**config.mk**
```make
export PLATFORM = sky130hd
export DESIGN_NAME = uart_rx_wb_flat
export DESIGN_NICKNAME = d
export VERILOG_FILES = /design/src/rtl/uart_rx_wb_if.sv /design/src/rtl/uart_rx_wb.sv /design/src/flat_wrapper.sv
export SDC_FILE = /design/constraint.sdc
export NUM_CORES = 1
export LEC_CHECK = 0
export CAP_MARGIN = 25
export CORE_ASPECT_RATIO = 0.7
export CORE_MARGIN = 4
export CORE_UTILIZATION = 63
export CTS_BUF_LIST = sky130_fd_sc_hd__clkbuf_8
export DETAILED_ROUTE_END_ITERATION = 8
export HOLD_SLACK_MARGIN = 0.1
export PLACE_DENSITY_LB_ADDON = 0.05
export SETUP_SLACK_MARGIN = 0.15
export SYNTH_ARGS = -nofsm -noshare
export SYNTH_HDL_FRONTEND = slang
export SYNTH_SLANG_ARGS = --single-unit
```
**constraint.sdc**
```tcl
create_clock -name clk_i -period 4.9 [get_ports clk_i]
set_input_delay 0.49 -clock clk_i [delete_from_list [all_inputs] [get_ports clk_i]]
set_output_delay 0.49 -clock clk_i [all_outputs]
set_load 0.005 [all_outputs]
```
**src/rtl/uart_rx_wb_if.sv**
```systemverilog
// rtl/uart_rx_wb_if.sv - Wishbone classic write link from the UART receiver to its downstream FIFO
interface uart_rx_wb_if;
    logic       cyc;
    logic       stb;
    logic       we;
    logic [7:0] dat;
    logic       ack;

    modport master (output cyc, output stb, output we, output dat, input ack);
    modport slave  (input cyc, input stb, input we, input dat, output ack);
endinterface

```
**src/rtl/uart_rx_wb.sv**
```systemverilog
// rtl/uart_rx_wb.sv - UART 8N1 receiver delivering each byte as a Wishbone classic write
// Define UART_RX_PARITY_EN for 8E1 framing with parity checking.
module uart_rx_wb #(
    parameter int CLKS_PER_BIT = 868
) (
    input  logic         clk_i,
    input  logic         rst_i,
    input  logic         uart_rx,
    uart_rx_wb_if.master wb,
    output logic         frame_err,
    output logic         parity_err,
    output logic         overrun
);
    localparam int TW = $clog2(CLKS_PER_BIT);
    localparam logic [TW-1:0] HALF_T = TW'(CLKS_PER_BIT / 2 - 1);
    localparam logic [TW-1:0] FULL_T = TW'(CLKS_PER_BIT - 1);
`ifdef UART_RX_PARITY_EN
    localparam int NBITS = 9;
`else
    localparam int NBITS = 8;
`endif
    localparam logic [3:0] LAST_BIT = 4'(NBITS - 1);

    localparam logic [2:0] S_IDLE   = 3'd0;
    localparam logic [2:0] S_START  = 3'd1;
    localparam logic [2:0] S_DATA   = 3'd2;
    localparam logic [2:0] S_STOP   = 3'd3;
    localparam logic [2:0] S_RESYNC = 3'd4;

    logic             rx_meta;
    logic             rx_s;
    logic [2:0]       state;
    logic [TW-1:0]    timer;
    logic [3:0]       bit_cnt;
    logic [NBITS-1:0] shreg;
    logic             par_bad;
    logic             stop_tick;
    logic             byte_done;

    // Two-entry buffer: the bus slot drives the write cycle, the hold slot absorbs a stall.
    logic       bvalid;
    logic [7:0] dat_q;
    logic       full;
    logic [7:0] hold;
    logic       cyc_q;
    logic       ack_t;
    logic       b_v_n;
    logic [7:0] b_d_n;
    logic       h_v_n;
    logic [7:0] h_d_n;
    logic       ovr_n;

`ifdef UART_RX_PARITY_EN
    logic parity_err_q;
    assign par_bad    = shreg[8] != (^shreg[7:0]);
    assign parity_err = parity_err_q;
`else
    assign par_bad    = 1'b0;
    assign parity_err = 1'b0;
`endif

    assign stop_tick = (state == S_STOP) && (timer == FULL_T);
    assign byte_done = stop_tick && rx_s && !par_bad;

    always_ff @(posedge clk_i) begin
        if (rst_i) begin
            rx_meta   <= 1'b1;
            rx_s      <= 1'b1;
            state     <= S_IDLE;
            timer     <= '0;
            bit_cnt   <= '0;
            shreg     <= '0;
            frame_err <= 1'b0;
`ifdef UART_RX_PARITY_EN
            parity_err_q <= 1'b0;
`endif
        end else begin
            rx_meta   <= uart_rx;
            rx_s      <= rx_meta;
            frame_err <= 1'b0;
`ifdef UART_RX_PARITY_EN
            parity_err_q <= 1'b0;
`endif
            case (state)
                S_IDLE: begin
                    if (!rx_s) begin
                        state <= S_START;
                        timer <= '0;
                    end
                end
                S_START: begin
                    if (timer == HALF_T) begin
                        timer   <= '0;
                        bit_cnt <= '0;
                        state   <= rx_s ? S_IDLE : S_DATA;
                    end else begin
                        timer <= timer + TW'(1);
                    end
                end
                S_DATA: begin
                    if (timer == FULL_T) begin
                        timer <= '0;
                        shreg <= {rx_s, shreg[NBITS-1:1]};
                        if (bit_cnt == LAST_BIT) begin
                            state <= S_STOP;
                        end else begin
                            bit_cnt <= bit_cnt + 4'd1;
                        end
                    end else begin
                        timer <= timer + TW'(1);
                    end
                end
                S_STOP: begin
                    if (timer == FULL_T) begin
                        timer <= '0;
                        if (!rx_s) begin
                            frame_err <= 1'b1;
                            state     <= S_RESYNC;
                        end else begin
`ifdef UART_RX_PARITY_EN
                            parity_err_q <= par_bad;
`endif
                            state <= S_IDLE;
                        end
                    end else begin
                        timer <= timer + TW'(1);
                    end
                end
                S_RESYNC: begin
                    if (rx_s) begin
                        state <= S_IDLE;
                        timer <= '0;
                    end
                end
                default: state <= S_IDLE;
            endcase
        end
    end

    assign ack_t = cyc_q & wb.ack;

    // An ack frees the bus slot before the new byte is placed, so a collision never overruns.
    always_comb begin
        b_v_n = bvalid & ~ack_t;
        b_d_n = dat_q;
        h_v_n = full;
        h_d_n = hold;
        ovr_n = 1'b0;
        if (!b_v_n && h_v_n) begin
            b_v_n = 1'b1;
            b_d_n = h_d_n;
            h_v_n = 1'b0;
        end
        if (byte_done) begin
            if (!b_v_n) begin
                b_v_n = 1'b1;
                b_d_n = shreg[7:0];
            end else if (!h_v_n) begin
                h_v_n = 1'b1;
                h_d_n = shreg[7:0];
            end else begin
                ovr_n = 1'b1;
            end
        end
    end

    always_ff @(posedge clk_i) begin
        if (rst_i) begin
            bvalid  <= 1'b0;
            dat_q   <= 8'h00;
            full    <= 1'b0;
            hold    <= 8'h00;
            cyc_q   <= 1'b0;
            overrun <= 1'b0;
        end else begin
            bvalid  <= b_v_n;
            dat_q   <= b_d_n;
            full    <= h_v_n;
            hold    <= h_d_n;
            cyc_q   <= b_v_n & ~ack_t;
            overrun <= ovr_n;
        end
    end

    assign wb.cyc = cyc_q;
    assign wb.stb = cyc_q;
    assign wb.we  = cyc_q;
    assign wb.dat = dat_q;
endmodule
```
**src/flat_wrapper.sv**
```systemverilog
// flat-port wrapper written by rule: the top's interface ports become plain ports
module uart_rx_wb_flat 
#(
    parameter int CLKS_PER_BIT = 868
)
  (clk_i, rst_i, uart_rx, frame_err, parity_err, overrun, wb_cyc, wb_stb, wb_we, wb_dat, wb_ack);
  uart_rx_wb_if wb_i ();
  input  logic clk_i;
  input  logic rst_i;
  input  logic uart_rx;
  output logic frame_err;
  output logic parity_err;
  output logic overrun;
  output wire logic [$bits(wb_i.cyc)-1:0] wb_cyc;
  output wire logic [$bits(wb_i.stb)-1:0] wb_stb;
  output wire logic [$bits(wb_i.we)-1:0] wb_we;
  output wire logic [$bits(wb_i.dat)-1:0] wb_dat;
  input wire logic [$bits(wb_i.ack)-1:0] wb_ack;
  assign wb_cyc = wb_i.cyc;
  assign wb_stb = wb_i.stb;
  assign wb_we = wb_i.we;
  assign wb_dat = wb_i.dat;
  assign wb_i.ack = wb_ack;
  uart_rx_wb #(.CLKS_PER_BIT(CLKS_PER_BIT)) u_core (.clk_i(clk_i), .rst_i(rst_i), .uart_rx(uart_rx), .wb(wb_i), .frame_err(frame_err), .parity_err(parity_err), .overrun(overrun));
endmodule
```
==> results.md <==
- Setup tns final: 0 ns
- Via density: ~6.0
- Overall die height: 57.6 um
- Final weighted congestion in routability-driven placement: around 0.86
- Cell at the root of the clock tree: sky130_fd_sc_hd__clkbuf_8
- Setup-failing EPs final: 0
- Maximum fanout encountered on the critical timing path: 13
- Total number of clock tree sinks: 48
- Shortest period the worst path allows: 2.77 ns
- Maximum clock skew at final layout: 0.0107 ns
- Die Area: roughly 4500 sq um
- # hold bufs at CTS: 0
- Residual antenna-violating net count after detailed routing: 0
- Num CTS Buffers: 5
- Buffer count from post-CTS setup fixing: 0
- Number of max-capacitance violations reported: 0
- I/O pin count: 18
- Count of flip-flops with a built-in enable after synthesis: 0
- Hold depth: 1
- Leakage power figure: 0.816 nW
- Initial antenna violation count: 0
- Pin count of the biggest net entering global routing: 34
- Number of global-route vias before repair: approximately 1600
- First-pass GRT wire length: 7570 um
- Worst setup path class: reg -> reg
- Slew HR: 37.5%
- Setup repair after global routing missed its margin: false
- CP endpoint kind: flop
- Htree depth: 2
- Count of cells resized by post-cts repair: 0
- Most frequent cells in the layout: sky130_fd_sc_hd__dfxtp_1, sky130_fd_sc_hd__nand2_1, sky130_fd_sc_hd__nor2_1
- Slew Viols, Final: 0
- Sequential area share after synthesis: 43.5%
- Remaining DRCs: 0
- Share of post-route cells with drive strength above 1: between 6 and 7%
- Routed vias: 1852
- Area growth from synthesis to layout: 11.9%
- Run status: finished, final reports clean
- Syn. warnings: 0
- Routed length per instance: 14.4 um
- Sum of net half-perimeters after detailed placement: 2980 um
- Clock-pin slew of the registers on the worst-case setup and hold paths: 0.09 ns
- Core Box Area: roughly 3300 sq um
- CP Data Arrival Time: around 2.9 ns
- Count of input and output buffers: 16
- Antenna Cells: 0
- Transition at the pin with the smallest max-transition slack: 0.938 ns
- GRT overflow: 0
- Detailed router's first-iteration violation count: 182
- GRT Total Usage: 20.9%
- Worst hold-check slack: about 0.42 ns
- Asr flop ratio synth: 0%
- Worst-skew pair later-pin latency: approximately 0.30 ns
- Cell row count: 17
- Most frequently used flop master after synthesis: sky130_fd_sc_hd__dfxtp_1
- Period utilization: a little under three fifths
- Library cells used by synthesis: 42
- Synthesis-stage register bit count: 48
- Max Clk Rate: 0.361 GHz
- Net count after synthesis: 265
- Avg Cell Area, Syn: 8.70 sq um
- Hold Crit Class: reg -> reg
- Maximum resistive drop on vdd: 0.000312 V
- Most common cell after layout, fill and taps aside: sky130_fd_sc_hd__dfxtp_1
- Type of element launching the critical path: flop
- Total wire length: between 4000 and 5000 um
- Effective utilization at floorplan: 67.9%
- 1st-pass router iterations: 5
- Area of the mapped netlist: around 2200 sq um
- Die Wd: between 70 and 80 um
- Layout Nets: ~270
- Cell count after synthesis: 254
- Final hold viol count: 0
- CTS tree: done
- Cell area power density: between 200 and 300 nW/um^2
- CP Data Required Time: 5.06 ns
- R2r worst-path depth: 6
- Buffer levels on the longest clock path: 2
- Post-layout util: 76.0%
-- metrics by stage --
stage / power, mW / worst slack [ns] / area [sq um] / cells
6_report: 0.696 / 2.13 / 2470 / 311
5_1_grt: 0.721 / 1.92 / 2470 / 311
4_1_cts: 0.699 / 2.19 / 2470 / 311
3_5_place_dp: 0.429 / 2.21 / 2360 / 303
3_3_place_gp: 0.429 / 2.30 / 2360 / 303
2_1_floorplan: 0.423 / 2.53 / 2210 / 254
-- synth_stat cells, types with 2 or more instances --
cell	instances	share of area [%]
sky130_fd_sc_hd__xnor2_1	2	0.79
sky130_fd_sc_hd__nand3b_1	5	1.7
sky130_fd_sc_hd__nor3_1	6	1.4
sky130_fd_sc_hd__and3_1	2	0.57
sky130_fd_sc_hd__clkbuf_1	7	1.2
sky130_fd_sc_hd__dfxtp_1	48	43
sky130_fd_sc_hd__nor3b_1	2	0.68
sky130_fd_sc_hd__and2_1	2	0.57
sky130_fd_sc_hd__buf_1	2	0.34
sky130_fd_sc_hd__a21oi_1	16	3.6
sky130_fd_sc_hd__nand4_1	2	0.57
sky130_fd_sc_hd__nand3_1	7	1.6
sky130_fd_sc_hd__mux2i_1	18	8.2
sky130_fd_sc_hd__inv_1	5	0.85
sky130_fd_sc_hd__o21ai_0	5	1.1
sky130_fd_sc_hd__nand2_1	35	5.9
sky130_fd_sc_hd__or3_1	5	1.4
sky130_fd_sc_hd__ha_1	7	4.0
sky130_fd_sc_hd__buf_2	3	0.68
sky130_fd_sc_hd__or2_2	4	1.1
sky130_fd_sc_hd__a31oi_1	9	2.5
sky130_fd_sc_hd__nor4_1	3	0.85
sky130_fd_sc_hd__a211oi_1	8	2.7
sky130_fd_sc_hd__o311a_1	3	1.4
sky130_fd_sc_hd__nand2b_1	3	0.85
sky130_fd_sc_hd__buf_4	3	1.0
sky130_fd_sc_hd__nor2_1	27	4.6
-- critical path, stage by stage (launching register included) --
cell and delay [ns]:
sky130_fd_sc_hd__dfxtp_1 0.40, sky130_fd_sc_hd__ha_1 0.22, sky130_fd_sc_hd__or4bb_1 0.54, sky130_fd_sc_hd__nor3_1 0.59, sky130_fd_sc_hd__o22ai_1 0.49, sky130_fd_sc_hd__o21ai_0 0.30, sky130_fd_sc_hd__a21oi_1 0.10
-- sequential cells by signal, indices dropped and copies added (netlist names) --
name              flops
u_core.overrun        1
u_core.hold           8
u_core.wb.cyc         1
u_core.frame_err      1
u_core.full           1
u_core.wb.dat         8
u_core.rx_meta        1
u_core.bvalid         1
u_core.timer         10
u_core.bit_cnt        4
u_core.shreg          8
u_core.state          3
u_core.rx_s           1
-- power breakdown --
group          internal [mW]  switching [mW]
Combinational        0.00828          0.0176
Sequential             0.392         0.00288
Clock                  0.149           0.126
-- cell families (layout without fill, tap and decap cells) --
| group | count (synthesis) | in the layout | synth area share [%] |
|---|---|---|---|
| muxes | 18 | 18 | 8.15 |
| other | 1 | 1 | 0.170 |
| DFF | 48 | 48 | 43.5 |
| and+or+nand+nor | 111 | 111 | 25.8 |
| adders and majority gates | 7 | 7 | 3.96 |
| xor gates and xnor gates | 2 | 2 | 0.793 |
| AOI/OAI and AO/OA | 47 | 47 | 13.5 |
| buffers and inverters | 20 | 30 | 4.08 |
-- worst paths after layout --
path,slack [ns],from,to
setup / recovery,2.13,u_core.timer[0],u_core.state[1]
hold reg to reg,0.42,u_core.rx_meta,u_core.rx_s
hold / removal,0.42,u_core.rx_meta,u_core.rx_s
setup reg to reg,2.13,u_core.timer[0],u_core.state[1]
-- layout make-up --
class,count,area [sq um]
multi-input combinational,186,1160
sequential,48,961
fill,252,782
timing repair buffer,17,168
clock buffer,5,68.8
tap,47,58.8
clock inverter,3,38.8
inverter,5,18.8
-- per-layer routing --
metal / wire length (um) / global-route usage (%) / vias up / share of wire, %
met2: 1850 / 29.4 / 61 / 41
li1: - / - / 913 / -
met5: 0 / 0 / - / 0
met3: 248 / 5.21 / 4 / 5.5
met1: 2340 / 32.0 / 874 / 52
met4: 34 / 4.49 / 0 / 0.76
Power figures use the tool's default switching activity.
==> patch 1, RTL diff (same settings) <==
`CLKS_PER_BIT` is set to 868 in 2 places; all go to 434.
--- a/src/rtl/uart_rx_wb.sv
+++ b/src/rtl/uart_rx_wb.sv
@@ -2,5 +2,5 @@
 // Define UART_RX_PARITY_EN for 8E1 framing with parity checking.
 module uart_rx_wb #(
-    parameter int CLKS_PER_BIT = 868
+    parameter int CLKS_PER_BIT = 434
 ) (
     input  logic         clk_i,
--- a/src/flat_wrapper.sv
+++ b/src/flat_wrapper.sv
@@ -2,5 +2,5 @@
 module uart_rx_wb_flat 
 #(
-    parameter int CLKS_PER_BIT = 868
+    parameter int CLKS_PER_BIT = 434
 )
   (clk_i, rst_i, uart_rx, frame_err, parity_err, overrun, wb_cyc, wb_stb, wb_we, wb_dat, wb_ack);
Formal check against the unedited RTL: no difference found for any inputs over 10 cycles, from zero or initial values and one cycle with rst_i high; that may be too few to reach the edited logic, so the function may still have changed.
==> patch 1 against the unedited design <==
Non-clock buffer count did not move. Register-to-register slack improved by 0.59 ns. Area after synthesis up 4.0%. Cell area increased by 2.7%. Wire length is 5.0% higher. Power is 3.9% higher. Sequential share of layout area fell by 1.8 points. Sequential cell count decreased by 1. Setup slack better by 0.58 ns. Highest routed layer unchanged.
==> patch 1: results (changes against the unedited design) <==
[setup_path]
reg2reg_slack_ns=2.72  ; was 2.13 ns
critPathMaxFanout=8  ; was 13
startpoint=wb_ack  ; was u_core.timer[0]
timing.rr.start=u_core.timer[0]  ; unchanged
cp_data_arrival_time_ns=2.38  ; was 2.93 ns

[cells_and_area]
drive_gt1_share_pct=7.95  ; was 6.06%
n_antenna_cell=0  ; unchanged
largest_register_ffs=9  ; was 10
fillers=280  ; was 252
nNetsFinal=275  ; was 274
top_register=u_core.timer  ; unchanged

[clock_network]
postCtsSetupBuffers=0  ; unchanged
ctsRootBufferMaster=clkbuf_8  ; unchanged
h-tree-depth=2  ; unchanged
clockBufferDepth=2  ; unchanged
clk_latency_ns=0.30  ; about the same
cts_resized=0  ; unchanged
cts_buffers=5  ; unchanged
cts.clk_slew.worst_paths_ns=0.09  ; about the same

[synthesis]
synth_nets=268  ; was 265
synthTopCellsByCount=dfxtp_1, nand2_1, mux2i_1, nor2_1, a21oi_1  ; was dfxtp_1, nand2_1, nor2_1, mux2i_1, a21oi_1
ys_types=51  ; was 42
yosys_warnings=0  ; unchanged
ys_seq_area_share_pct=41.0  ; was 43.5%
synth_area_leaders=dfxtp_1, mux2i_1, nand2_1  ; unchanged
async_flop_share_pct=0  ; unchanged

[drt]
via_count=1804  ; was 1852
dr.first_iter.drc_count=134  ; was 182
routedWlPerCell_um=15.0  ; was 14.4 um
first_pass_iters=4  ; was 5

[grt]
grt_pass1_vias=1636  ; was 1597
grt_pass1_wl_um=8130  ; was 7570 um
grt_max_degree=41  ; was 34
gr-usage-all-layers_pct=22.4  ; was 20.9%
antenna_found_initial=0  ; unchanged

[power_and_ir_drop]
ir_worst_vdd_uv=209  ; was 312 uV
power.leakage_uw=0.000952  ; was 0.000816 uW

[placement]
dp_hpwl_um=3210  ; was 2980 um
place_congestion=0.794  ; was 0.859
portBuffers=16  ; unchanged
placed_cell_area_um2=2430  ; was 2360 um^2

[outcome]
status=finished, final reports clean  ; unchanged

[hold_path]
hold_start=u_core.rx_meta  ; unchanged
hp-class=reg2reg  ; unchanged

[timing]
skew_ns=0.00564  ; was 0.0107 ns
slew_headroom_pct=56.4  ; was 37.5%

patch 1: changes by cell type after synthesis, moves of 3 or more:
| cell | change |
|---|---|
| a31oi_1 | -9 |
| buf_4 | +3 |
| clkbuf_1 | -3 |
| inv_1 | +4 |
| nand3b_1 | -3 |
| nor2_1 | -9 |
| o21a_1 | +3 |
| o221ai_1 | +4 |
| o311a_1 | -3 |
| or3_1 | -5 |
| xor2_1 | +4 |
patch 1: worst paths after layout:
path	endpoint	depth (start not counted)
worst max-delay path	u_core.hold[4]	7
worst min-delay path	u_core.rx_s	1
worst max register to register	u_core.hold[4]	5
worst min register to register	u_core.rx_s	1
patch 1: final cells by class:
class,count,share of cell area (%)
clock buffers,5,2.71
clock inverters,3,1.72
inverters,9,1.33
multi-input cells,183,48.1
flip-flops and latches,47,37.0
well taps,50,2.46
repair buffers,17,6.60
patch 1: kinds of logic after synthesis:
kind of cell             share of synthesized area [%]
XOR/XNOR                                          1.52
flip-flops                                        41.0
AO/OA/AOI/OAI                                     15.0
AND/OR/NAND/NOR                                   24.3
multiplexers                                      7.84
adder cells (fa/ha/maj)                           4.36
buffers and inverters                             5.83
other                                            0.163
patch 1: where the power goes:
part / internal, uW / switching, uW
clock: 152 / 131
combinational: 16.4 / 26.7
sequential: 386 / 10.6
patch 1: stage by stage:
step	hold slack (ns)	instances	total power, uW	utilization, %	setup slack, ns
detailed placement	0.406	306	447	69.1	2.41
global placement	0.396	306	448	69.1	2.46
CTS	0.424	314	726	72.3	2.68
global route	0.443	314	753	72.3	2.55
floorplan	0.389	256	436	-	3.26
finish	0.419	314	723	72.3	2.71
patch 1: critical path, stage by stage:
cell,delay (ns)
clkdlybuf4s50_1,0.45
nand2_1,0.05
nand2_1,0.14
ha_1,0.24
nand4b_1,0.57
mux2i_1,0.36
nor2_1,0.07
patch 1: layer usage:
| metal | track usage [%] | vias up | part of all wire, % |
|---|---|---|---|
| li1 | - | 915 | - |
| met1 | 34.5 | 836 | 52 |
| met2 | 31.0 | 45 | 41 |
| met3 | 4.74 | 8 | 5.2 |
| met4 | 6.99 | 0 | 1.2 |
| met5 | 0 | - | 0 |
==> patch 2, RTL diff (config.mk and constraints unchanged) <==
Without the edit above. Take the reset off `dat_q` and `hold` and load them in a clocked block of their own.
--- a/src/rtl/uart_rx_wb.sv
+++ b/src/rtl/uart_rx_wb.sv
@@ -168,17 +168,18 @@
         if (rst_i) begin
             bvalid  <= 1'b0;
-            dat_q   <= 8'h00;
             full    <= 1'b0;
-            hold    <= 8'h00;
             cyc_q   <= 1'b0;
             overrun <= 1'b0;
         end else begin
             bvalid  <= b_v_n;
-            dat_q   <= b_d_n;
             full    <= h_v_n;
-            hold    <= h_d_n;
             cyc_q   <= b_v_n & ~ack_t;
             overrun <= ovr_n;
         end
+    end
+
+    always_ff @(posedge clk_i) begin
+        dat_q <= b_d_n;
+        hold  <= h_d_n;
     end
 
Function: no difference found for any inputs over 10 cycles, from zero or initial values and one cycle with rst_i high; that may be too few to reach the edited logic, so the function may still have changed.
==> patch 2 against the unedited design <==
Sequential cell count stayed put. Hold slack better by 0.012 ns. Area after synthesis is 0.68% lower. Wire length is 4.1% lower. Critical path depth is 2 lower. First-iteration DRC count is 17% lower. Cell count is 6.1% lower. Cell area is 1.1% higher. Global-route usage is 0.50 points lower. Non-clock buffer count stayed put. Setup slack better by 0.036 ns. Critical path type unchanged. Largest cell class unchanged. Highest routed layer unchanged.
Power is not compared: it rests on default switching activity, and its combinational part moved more than twofold at a synthesized area within 25%.
==> patch 2: results (changes against the unedited design) <==
[grt]
antenna_found_initial=0  ; unchanged
gr-usage-all-layers_pct=20.4  ; was 20.9%
grt_max_degree=26  ; was 34
grt_pass1_vias=1480  ; was 1597
grt_pass1_wl_um=7090  ; was 7570 um

[placement]
dp_hpwl_um=3000  ; was 2980 um
place_ws_ns=2.24  ; was 2.21 ns
portBuffers=16  ; unchanged
placedCellCount=284  ; was 303
place_congestion=0.904  ; was 0.859

[synthesis]
synth.mux.area_fraction_pct=4.56  ; was 8.15%
synth_compound_area_share_pct=11.9  ; was 13.5%
ys_types=49  ; was 42
synth_edf_count=8  ; was 0
ys_seq_area_share_pct=47.4  ; was 43.5%
synth-xor-area-share_pct=3.19  ; was 0.793%
synthTopCellsByCount=dfxtp_1, a21oi_1, nand2_1, nor2_1, nand3_1  ; was dfxtp_1, nand2_1, nor2_1, mux2i_1, a21oi_1
async_flop_share_pct=0  ; unchanged
synthCells=234  ; was 254
synth_nets=245  ; was 265
synth_fa_ha_area_share_pct=3.99  ; was 3.96%
synth_area_leaders=dfxtp_1, edfxtp_1, a21oi_1  ; was dfxtp_1, mux2i_1, nand2_1
ys.flop_type=dfxtp_1  ; unchanged

[cells_and_area]
drive_gt1_share_pct=7.76  ; was 6.06%
nNetsFinal=255  ; was 274
fillers=240  ; was 252
n_antenna_cell=0  ; unchanged
top_register=u_core.timer  ; unchanged

[clock_network]
clockBufferDepth=2  ; unchanged
ctsRootBufferMaster=clkbuf_8  ; unchanged
cts_buffers=5  ; unchanged
h-tree-depth=2  ; unchanged
postCtsSetupBuffers=0  ; unchanged
cts.clk_slew.worst_paths_ns=0.09  ; about the same
cts_resized=0  ; unchanged
clk_latency_ns=0.30  ; about the same

[power_and_ir_drop]
switchingPower_uw=293
power.leakage_uw=0.000860
ir_worst_vdd_uv=361

[drt]
dr.max_layer_used=met4  ; unchanged
wl_met2_um=1890  ; was 1850 um
dr.first_iter.drc_count=151  ; was 182
routedWlPerCell_um=14.7  ; was 14.4 um
viasPerCell=5.70  ; was 5.95
met1_length_um=2080  ; was 2340 um
routed_wl_um=4300  ; was 4480 um
met3RoutedLength_um=267  ; was 248 um
first_pass_iters=4  ; was 5

[timing]
worst_pin_slew_ns=0.971  ; was 0.938 ns
tns_ns=0  ; unchanged
skew_ns=0.00999  ; was 0.0107 ns

[outcome]
status=finished, final reports clean  ; unchanged

[setup_path]
cpLargestDelayFamily=simple AND/OR/NAND/NOR gates  ; unchanged
cp_data_arrival_time_ns=2.67  ; was 2.93 ns
critPathMaxFanout=11  ; was 13
cpMaxStageDelayCell=nor4_2  ; was nor3_1
cp_slowest_stage_delay_ns=0.82  ; was 0.59 ns

[hold_path]
hp-class=reg2reg  ; unchanged

## patch 2: path summary, 6_finish.rpt
path                         from        endpoint  slack (ns)  cells after the start
setup / recovery  u_core.timer[3]  u_core.hold[5]        2.16                      4
hold / removal     u_core.rx_meta     u_core.rx_s        0.43                      1
setup reg to reg  u_core.timer[3]  u_core.hold[5]        2.16                      4
hold reg to reg    u_core.rx_meta     u_core.rx_s        0.43                      1
## patch 2: area by class of cell
cell class	count	share of cell area [%]
clock buffers	5	2.75
well taps	47	2.35
clock inverters	3	3.61
flip-flops and latches	48	41.7
multi-input cells	165	41.9
inverters	7	1.05
repair buffers	17	6.71
## patch 2: logic make-up (layout without fill, tap and decap cells)
group	Yosys count	after routing
other	1	1
xor gates and xnor gates	8	8
muxes	10	10
DFF	48	48
AOI/OAI and AO/OA	42	42
buffers and inverters	21	32
adders and majority gates	7	7
and+or+nand+nor	97	97
## patch 2: per-layer routing
metal,track usage (%),vias to the layer above
met1,28.6,777
met3,6.31,6
li1,-,832
met2,29.7,50
met5,0,-
met4,7.48,0
## patch 2: power by group through the flow
stage	Clock, uW	Combinational [uW]	Sequential [uW]
floorplan	0	194	438
global placement	0	223	452
detailed placement	0	230	454
CTS	391	234	444
global route	411	261	449
finish	386	235	444
## patch 2: stage by stage
step	instance area (um^2)	hold WS (ns)
final	2500	0.431
after global routing	2500	0.458
after CTS	2500	0.433
after detailed placement	2340	0.401
after global placement	2340	0.401
after floorplan	2190	0.389
